`config.mk`:
```
export PLATFORM = sky130hd
export DESIGN_NAME = vga_timing_gen
export DESIGN_NICKNAME = d
export VERILOG_FILES = /design/src/rtl/vga_pkg.sv /design/src/rtl/vga_timing_gen.sv
export SDC_FILE = /design/constraint.sdc
export NUM_CORES = 1
export LEC_CHECK = 0
export CAP_MARGIN = 20
export CORE_MARGIN = 4
export CORE_UTILIZATION = 30
export DETAILED_ROUTE_END_ITERATION = 6
export RECOVER_POWER = 50
export SETUP_SLACK_MARGIN = 0.1
export SLEW_MARGIN = 20
export SYNTH_ARGS = -nofsm -noshare
export SYNTH_HDL_FRONTEND = slang
export SYNTH_SLANG_ARGS = --single-unit
```
`constraint.sdc`:
```
create_clock -name axi_aclk -period 2.4 [get_ports axi_aclk]
set_input_delay 0.24 -clock axi_aclk [delete_from_list [all_inputs] [get_ports axi_aclk]]
set_output_delay 0.24 -clock axi_aclk [all_outputs]
set_load 0.01 [all_outputs]
```
`src/rtl/vga_pkg.sv`:
```
// rtl/vga_pkg.sv - 640x480@60 timing constants and counter type shared with downstream pixel stages
package vga_pkg;

    localparam int CNT_W       = 10;
    localparam int FRAME_CNT_W = 5;

    typedef logic [CNT_W-1:0] cnt_t;

    localparam cnt_t H_VISIBLE = cnt_t'(640);
    localparam cnt_t H_FRONT   = cnt_t'(16);
    localparam cnt_t H_SYNC    = cnt_t'(96);
    localparam cnt_t H_BACK    = cnt_t'(48);
    localparam cnt_t H_TOTAL   = cnt_t'(800);

    localparam cnt_t V_VISIBLE = cnt_t'(480);
    localparam cnt_t V_FRONT   = cnt_t'(10);
    localparam cnt_t V_SYNC    = cnt_t'(2);
    localparam cnt_t V_BACK    = cnt_t'(33);
    localparam cnt_t V_TOTAL   = cnt_t'(525);

    // Derived positions: last count of each axis and inclusive sync windows.
    localparam cnt_t H_LAST       = cnt_t'(H_TOTAL - 1);
    localparam cnt_t V_LAST       = cnt_t'(V_TOTAL - 1);
    localparam cnt_t H_SYNC_START = cnt_t'(H_VISIBLE + H_FRONT);
    localparam cnt_t H_SYNC_END   = cnt_t'(H_VISIBLE + H_FRONT + H_SYNC - 1);
    localparam cnt_t V_SYNC_START = cnt_t'(V_VISIBLE + V_FRONT);
    localparam cnt_t V_SYNC_END   = cnt_t'(V_VISIBLE + V_FRONT + V_SYNC - 1);

    function automatic logic in_window(input cnt_t v, input cnt_t lo, input cnt_t hi);
        return (v >= lo) && (v <= hi);
    endfunction

endpackage

```
`src/rtl/vga_timing_gen.sv`:
```
// rtl/vga_timing_gen.sv - VGA 640x480@60 raster counters, syncs and blink; optional frame counter under VGA_BLINK_EN
module vga_timing_gen
    import vga_pkg::*;
(
    input  logic             axi_aclk,
    input  logic             reset,
    input  logic             pix_ce,
    output logic [CNT_W-1:0] DrawX,
    output logic [CNT_W-1:0] DrawY,
    output logic             hs,
    output logic             vs,
    output logic             vde,
    output logic             frame_start,
    output logic             blink
);

    cnt_t x_adv;
    cnt_t y_adv;
    logic frame_wrap;

    // Next raster position if this cycle advances; >= keeps any stray count inside the totals.
    always_comb begin
        x_adv = DrawX + 1'b1;
        y_adv = DrawY;
        if (DrawX >= H_LAST) begin
            x_adv = '0;
            if (DrawY >= V_LAST) begin
                y_adv = '0;
            end else begin
                y_adv = DrawY + 1'b1;
            end
        end
        frame_wrap = (x_adv == '0) && (y_adv == '0);
    end

    // Syncs and vde decode the next-state counts so they line up with DrawX/DrawY.
    always_ff @(posedge axi_aclk) begin
        if (reset) begin
            DrawX       <= H_LAST;
            DrawY       <= V_LAST;
            hs          <= 1'b1;
            vs          <= 1'b1;
            vde         <= 1'b0;
            frame_start <= 1'b0;
        end else if (pix_ce) begin
            DrawX       <= x_adv;
            DrawY       <= y_adv;
            hs          <= ~in_window(x_adv, H_SYNC_START, H_SYNC_END);
            vs          <= ~in_window(y_adv, V_SYNC_START, V_SYNC_END);
            vde         <= (x_adv < H_VISIBLE) && (y_adv < V_VISIBLE);
            frame_start <= frame_wrap;
        end else begin
            frame_start <= 1'b0;
        end
    end

`ifdef VGA_BLINK_EN
    logic [FRAME_CNT_W-1:0] frame_cnt;

    always_ff @(posedge axi_aclk) begin
        if (reset) begin
            frame_cnt <= '0;
        end else if (pix_ce && frame_wrap) begin
            frame_cnt <= frame_cnt + 1'b1;
        end
    end

    assign blink = frame_cnt[FRAME_CNT_W-1];
`else
    assign blink = 1'b0;
`endif

endmodule

```
# Word level (Yosys, flattened, before mapping)
# Index checks and enable logic that the tools add are counted.
# classes
n_lt_le_gt_ge,8
n_reduce_logical,7
addsub,2
bitwise,3
mux,3
# op_table
op,n
$ge A10 B10 Y1 const B,3
$mux W10,3
$add A10 B1 Y10 const B,2
$logic_not A10 Y1,2
$ge A10 B9 Y1 const B,1
$le A10 B10 Y1 const B,1
$le A10 B9 Y1 const B,1
$lt A10 B10 Y1 const B,1
$lt A10 B9 Y1 const B,1
$logic_and A1 B1 Y1,4
$not A1 Y1,3
$reduce_or A2 Y1,1
# word_totals
out_inout_bits,25
reg_bits,24
word_cells,29
input_bits,3

# Depth between registers and ports, before layout
# Gate-level depths: netlist (run 1).
# logic_depth
ltp_word,6
mapped_depth,8
ltp_nobuf,6

# Worst setup path after synthesis (run 1)
# No wires, ideal clock.
# synth_path
path_type,reg-to-reg
start,register DrawX[1]
end,register DrawY[3]
t_required_ns,2.277
n_path_buf,1
synth_period_minus_slack_ns,2.014
arrival_ns,1.891
path_slack_ns,0.386
setup_time_ns,0.123
path_stages_with_launch,7
cell_sequence,dfxtp_1 ha_1 buf_2 nand4_2 a211o_1 o21bai_1 a221o_2
# synth_between
elab_chain_len,2
# synth_lines
element,line_no,rtl
from (decl),vga_timing_gen.sv:8,"output logic [CNT_W-1:0] DrawX,"
from (signal assigned),vga_timing_gen.sv:46,DrawX <= x_adv;
$ge A10 B10 Y1,vga_timing_gen.sv:25,if (DrawX >= H_LAST) begin
$mux W10,vga_timing_gen.sv:25,
to (signal assigned),vga_timing_gen.sv:47,DrawY <= y_adv;
to (decl),vga_timing_gen.sv:9,"output logic [CNT_W-1:0] DrawY,"
# Every way passes these cells.
# A chain may end at the register's enable or synchronous reset.

# Final worst setup path (run 1)
# layout_path
start,register DrawX[0]
end,register frame_start
# layout_between
elab_chain_len,4
elab_cells_between_ends,7
cone_classes,add/sub: 1; order compare: 1; mux: 2; reduce/logical: 3
# layout_lines
element,line_no,rtl
$add A10 B1 Y10 or $ge A10 B10 Y1 (tied branches),"vga_timing_gen.sv:23, vga_timing_gen.sv:25",
$mux W10,vga_timing_gen.sv:25,
$logic_not A10 Y1,vga_timing_gen.sv:33,frame_wrap = (x_adv == '0) && (y_adv == '0);
$logic_and A1 B1 Y1 *,vga_timing_gen.sv:33,
to (signal assigned),vga_timing_gen.sv:51,frame_start <= frame_wrap;
to (decl),vga_timing_gen.sv:13,"output logic frame_start,"
# Every way passes the cells marked *; elsewhere a longest branch is shown, timed or not.

==> results.md, run 1 <==
* Pwr dens at 580 nW/um2
* Slowest CP cell: or4b_2
* FP Rows at 27
* # DRC at 0
* WP data required at 2590 ps
* Crit path to: frame_start
* Least-Margin Pin Slew at 510 ps
* TNS Setup at 0 ps
* Gpl congestion at 0.880
* Vias in the first global route at 1617
* IR Drop Worst-Case VDD at about 0.28 mV
* CTS Buf Count at 3
* Die ar. at 7180 um2
* Die H at 84.7 um
* Fin worst setup slack at 198 ps
* Worst-case clock buffer depth at 2
* Core ar. at 5610 um2
* Total Power at 1250 uW
* CTS tree: done
* CP Launch Point: DrawX[0]
* Final instance area at about 2200 um2
* Worst skew pair latency at 270 ps
* 1st-iter DRT viols at 175
* Mapped Cells at 222
* Worst setup SP type: flop
* Hold buffer count at cts at 0
* GRT overflow at 0
* Wire length per cell at between 15 and 20 um
* Final antenna-violating net count at 0
* Slowest stage delay, CP at 620 ps
* Most frequent cells in the layout: 24 x dfxtp_1, 22 x dlygate4sd3_1, 19 x a21oi_1
* GR Util All Layers at around 14%
* Critical Path Most Common Cell: a211oi_1
* Final Max Slew Viols at 0
* Share of cells above drive strength 1 at 13.1%
* Initial Util at 31.5%
* Die X at 84.7 um
* Number of synthesis warnings at 0
* Area growth from synthesis to layout at 22.5%
* Sequential cell area fraction in the yosys report at a little over a quarter
* Post-Place Cells at 313
* Final period util at 91.7%
* Critical R2R Launch: DrawX[0]
* Clk root buf: clkbuf_8
* Final std cells w/o fill at 316
* Hold path start: vde
* Initial antenna violation count at 0
* CTS sink count at 24
* Top-area cell type share of the netlist area at 27.2%
* Ant diodes at 0
* IO buf count at 26
* HPWL Detailed at roughly 3.5 mm
* Total Wirelength at slightly below 5 mm
* Static Leak at between 0.0007 and 0.0008 uW
* Setup violators final at 0
* Cells along the critical path: ha_2 -> or4b_2 -> a211oi_1 -> a211oi_1 -> nor4_2
* Max-slew headroom at 66.0%
* Setup Skew at ~4.3 ps
* Reg2Reg Depth at 5
* Top cells by area, synth: dfxtp_1 27%, a21oi_1 5.4%, o21ai_0 4.5%
* EDFF count, synth at 0
* Hold Fails Final Rpt at 0
* Placement Setup Slack at about 210 ps
* Largest net degree at the start of global routing at 20
* NumNets Final at ~250
* Cell accounting for the most synthesized area: dfxtp_1
* Crit path time final at 2200 ps
* Max-Cap Viols at 0
* Mapped cell area at 1770 um2
* Mapped Nets at 228
* Htree depth at 1
* Worst-path clk slew at 90 ps
* Arr. time, crit path at 2390 ps
* Leading cell type in the layout, fill and taps excluded: dfxtp_1
* Drt pass-1 iters at 4
* Setup CP Type: reg -> reg
* Worst Setup End Kind: flop
* DR vias at 1796
* Reg-to-reg endpoint: frame_start
* Synth Register Bits at 24
* Asr flop ratio synth at 0%
* Synth Flop Type: dfxtp_1
* Library cells used by synthesis at between 60 and 70
* # IOs at 28
* Placed instance area at around 2100 um2
* Unrepaired setup endpoints after global routing: true
* Post-DR vias/cell at 5.68
* R2R Setup Slk at 200 ps
* First-pass GRT wire length at 8.27 mm
* Status: complete, no violations
* Hold/Removal Path Class: reg -> reg
* Max Clock Freq at 454 MHz
* Avg Synthesized Cell Area at 7.95 um2
* CP Max Fanout at 7
[cell families (layout without fill, tap and decap cells)]
kind of cell	count (synthesis)	in the layout	share of synthesized area, %
mux	3	3	1.70
simple gates	84	84	28.6
xor+xnor	7	7	3.47
flops	24	24	27.2
other cells	1	1	0.212
fa+ha+maj	3	3	2.13
buf+inv	24	46	6.38
compound gates	76	76	30.3
[flip-flops by register name, indices dropped and copies added, names as in the netlist]
register     cells
DrawX           10
vde              1
hs               1
frame_start      1
DrawY           10
vs               1
[Yosys cell counts (all sizes together) (4+ instances only)]
| cell type | n |
|---|---|
| dfxtp | 24 |
| a211oi | 5 |
| nand4 | 7 |
| inv | 5 |
| xnor2 | 6 |
| nor2 | 15 |
| o21ai | 17 |
| nand2 | 14 |
| clkbuf | 7 |
| nand3 | 5 |
| and2 | 4 |
| a211o | 4 |
| a21oi | 20 |
| or2 | 5 |
| nor3 | 4 |
| a31oi | 7 |
| buf | 12 |
| nor2b | 5 |
| and3 | 4 |
[timing repair]
action	4_1_cts	5_1_grt
setup buffers	0	0
hold endpoints to repair	0	0
setup endpoints to repair	0	8
resized for setup	0	5
[routing by layer]
| metal | share of wire (%) | track usage, % | vias up | routed length, um |
|---|---|---|---|---|
| li1 | - | - | 882 | - |
| met1 | 51 | 20.5 | 850 | 2460 |
| met2 | 42 | 20.5 | 58 | 2050 |
| met3 | 5.7 | 2.55 | 6 | 275 |
| met4 | 1.2 | 3.45 | 0 | 58 |
| met5 | 0 | 0 | - | 0 |
[critical path: cells and delay by family, from the launching register on]
kind | cells | cell delay [ps]
simple gates | 2 | 890
compound gates | 2 | 470
fa+ha+maj | 1 | 320
flops | 1 | 440
[report_power, final]
| group | switching, uW | internal [uW] | total, uW |
|---|---|---|---|
| combinational | 281 | 221 | 502 |
| clock | 141 | 113 | 254 |
| sequential | 68.3 | 430 | 498 |
[how the worst min path moves through the flow]
| stage | depth (start not counted) | to | slack (ps) |
|---|---|---|---|
| finish | 2 | vde | 490 |
| global route | 2 | vde | 540 |
| CTS | 2 | vde | 500 |
| detailed placement | 2 | vde | 480 |
| global placement | 2 | vde | 480 |
| floorplan | 2 | vde | 480 |
[stage by stage]
step	hold slack [ps]	util (%)
floorplan	478	-
global placement	481	37.7
detailed placement	481	37.7
CTS	498	38.4
global route	536	38.6
finish	494	38.6
[cell type report]
| cell class | count | area, um2 |
|---|---|---|
| fill | 592 | 3440 |
| multi-input combinational | 174 | 1190 |
| inverter | 5 | 18.8 |
| clock buffer | 3 | 41.3 |
| timing repair buffer | 38 | 343 |
| tap | 72 | 90.1 |
| sequential | 24 | 480 |
Note: power is estimated with default switching activity, not from simulation.
==> inputs of run 2 (changes only) <==
--- a/config.mk
+++ b/config.mk
@@ -10,6 +10,7 @@
 export CORE_UTILIZATION = 30
 export DETAILED_ROUTE_END_ITERATION = 6
 export RECOVER_POWER = 50
+export REMOVE_ABC_BUFFERS = 1
 export SETUP_SLACK_MARGIN = 0.1
 export SLEW_MARGIN = 20
 export SYNTH_ARGS = -nofsm -noshare
==> run 2 against run 1 <==
Worst setup slack lost 1.6 ps. Die area did not move. Fmax hardly changed. Largest power group unchanged. Non-clock buffer count unchanged. Total power grew 1.3%. Combinational power hardly changed. First-iteration DRC count increased by 8.6%. Clock skew up 1.2 ps. Worst hold slack lost 19 ps.
==> results.md, run 2 (same netlist as run 1, synthesis figures left out) <==
* Status: complete, no violations
* Area growth from synthesis to layout at 22.6%
* TNS Setup at 0 ps
* Gpl congestion at 0.863
* Hold/Removal Path Class: reg -> reg
* Largest registers: DrawX x10, DrawY x10
* Post-Route M1 WL at 2.36 mm
* Setup violators final at 0
* Unrepaired setup endpoints after global routing: true
* Most frequent cells in the layout: 24 x dfxtp_1, 22 x dlygate4sd3_1, 19 x a21oi_1
* Final Max Slew Viols at 0
* Depth of the worst hold-timing path at 2
* Final period util at 91.8%
* Static Leak at approximately 0.00073 uW
* Crit path time final at 2200 ps
* Worst-path clk slew at approximately 90 ps
* CTS sink count at 24
* Worst-case clock buffer depth at 2
* Final antenna-violating net count at 0
* Wire length per cell at 15.2 um
* # IOs at 28
* # DRC at 0
* DR vias at roughly 1800
* Total setup buffers inserted after CTS at 0
* Die X at around 85 um
* 1st-iter DRT viols at 190
* IO buf count at 26
* Arr. time, crit path at roughly 2400 ps
* Ant diodes at 0
* Setup Skew at about 5.5 ps
* Worst setup SP type: flop
* Reg2Reg Depth at 5
* Worst skew pair latency at 270 ps
* Max-slew headroom at about two thirds
* Drt pass-1 iters at 4
* Highest metal used: met4
* WL met3 at 244 um
* HPWL Detailed at 3.52 mm
* IR Drop Worst-Case VDD at between 0.2 and 0.3 mV
* Worst Setup End Kind: flop
* Share of cells above drive strength 1 at between 10% and 20%
* DR WL met2 at approximately 2.1 mm
* Clk root buf: clkbuf_8
* Hold Slack at 475 ps
* Leading cell type in the layout, fill and taps excluded: dfxtp_1
* Setup CP Type: reg -> reg
* GR Util All Layers at 13.8%
* CTS Buf Count at 3
* CTS tree: done
* Pwr dens at 587 nW/um2
* Post-DR vias/cell at ~5.6
* Max-Cap Viols at 0
* WP data required at 2560 ps
* Hold Fails Final Rpt at 0
* Vias in the first global route at 1641
* NumNets Final at roughly 250
* CP Max Fanout at 9
* Least-Margin Pin Slew at 501 ps
* Largest net degree at the start of global routing at 20
* FP Rows at 27
* Htree depth at 1
* Core ar. at around 5600 um2
* GRT overflow at 0
* Initial antenna violation count at 0
* Die ar. at slightly above 7000 um2
* First-pass GRT wire length at 8.26 mm
* Initial Util at 31.5%
* Die H at 84.7 um
* Max Clock Freq at ~450 MHz
* Total Wirelength at between 4 and 5 mm
## run 2: cell count changes in the layout (fill, tap and decap cells not counted), sizes merged
cell  before  now
buf       10   11
## run 2: worst max-delay path, stage by stage, from the launching register on
cell and delay (ps):
dfxtp_1 420, ha_1 360, nand4_2 280, a211o_1 450, o21bai_1 200, a221o_2 390
## run 2: routing by layer
layer / track usage [%] / vias up
li1: - / 880
met1: 19.8 / 841
met2: 19.9 / 45
met3: 3.34 / 4
met4: 5.32 / 0
met5: 0 / -
## run 2: power by group
part / internal [uW] / total [uW] / switching, uW
sequential: 430 / 493 / 62.8
combinational: 217 / 500 / 282
clock: 147 / 279 / 132
## run 2: layout make-up
class / count / area (um2)
clock buffer: 4 / 55.1
fill: 615 / 3440
inverter: 5 / 18.8
multi-input combinational: 174 / 1170
sequential: 24 / 480
tap: 72 / 90.1
timing repair buffer: 38 / 347
## run 2: final timing paths
check,from,endpoint,slack (ps)
min,vde,vde,480
min reg2reg,vde,vde,480
max,DrawX[1],DrawY[3],200
max reg2reg,DrawX[1],DrawY[3],200
## run 2: timing repair
action                                  CTS  global route
hold buffers                              0             0
endpoints found under the setup margin    0             5
gates resized for setup                   0             2
## run 2: through the flow
step	setup WS, ps	area, um2	power, uW	cells	utilization, %
floorplan	219	1670	814	203	-
global placement	243	2110	1010	313	37.7
detailed placement	152	2110	1010	313	37.7
CTS	141	2170	1290	317	38.6
global route	45.5	2160	1350	317	38.6
finish	196	2160	1270	317	38.6
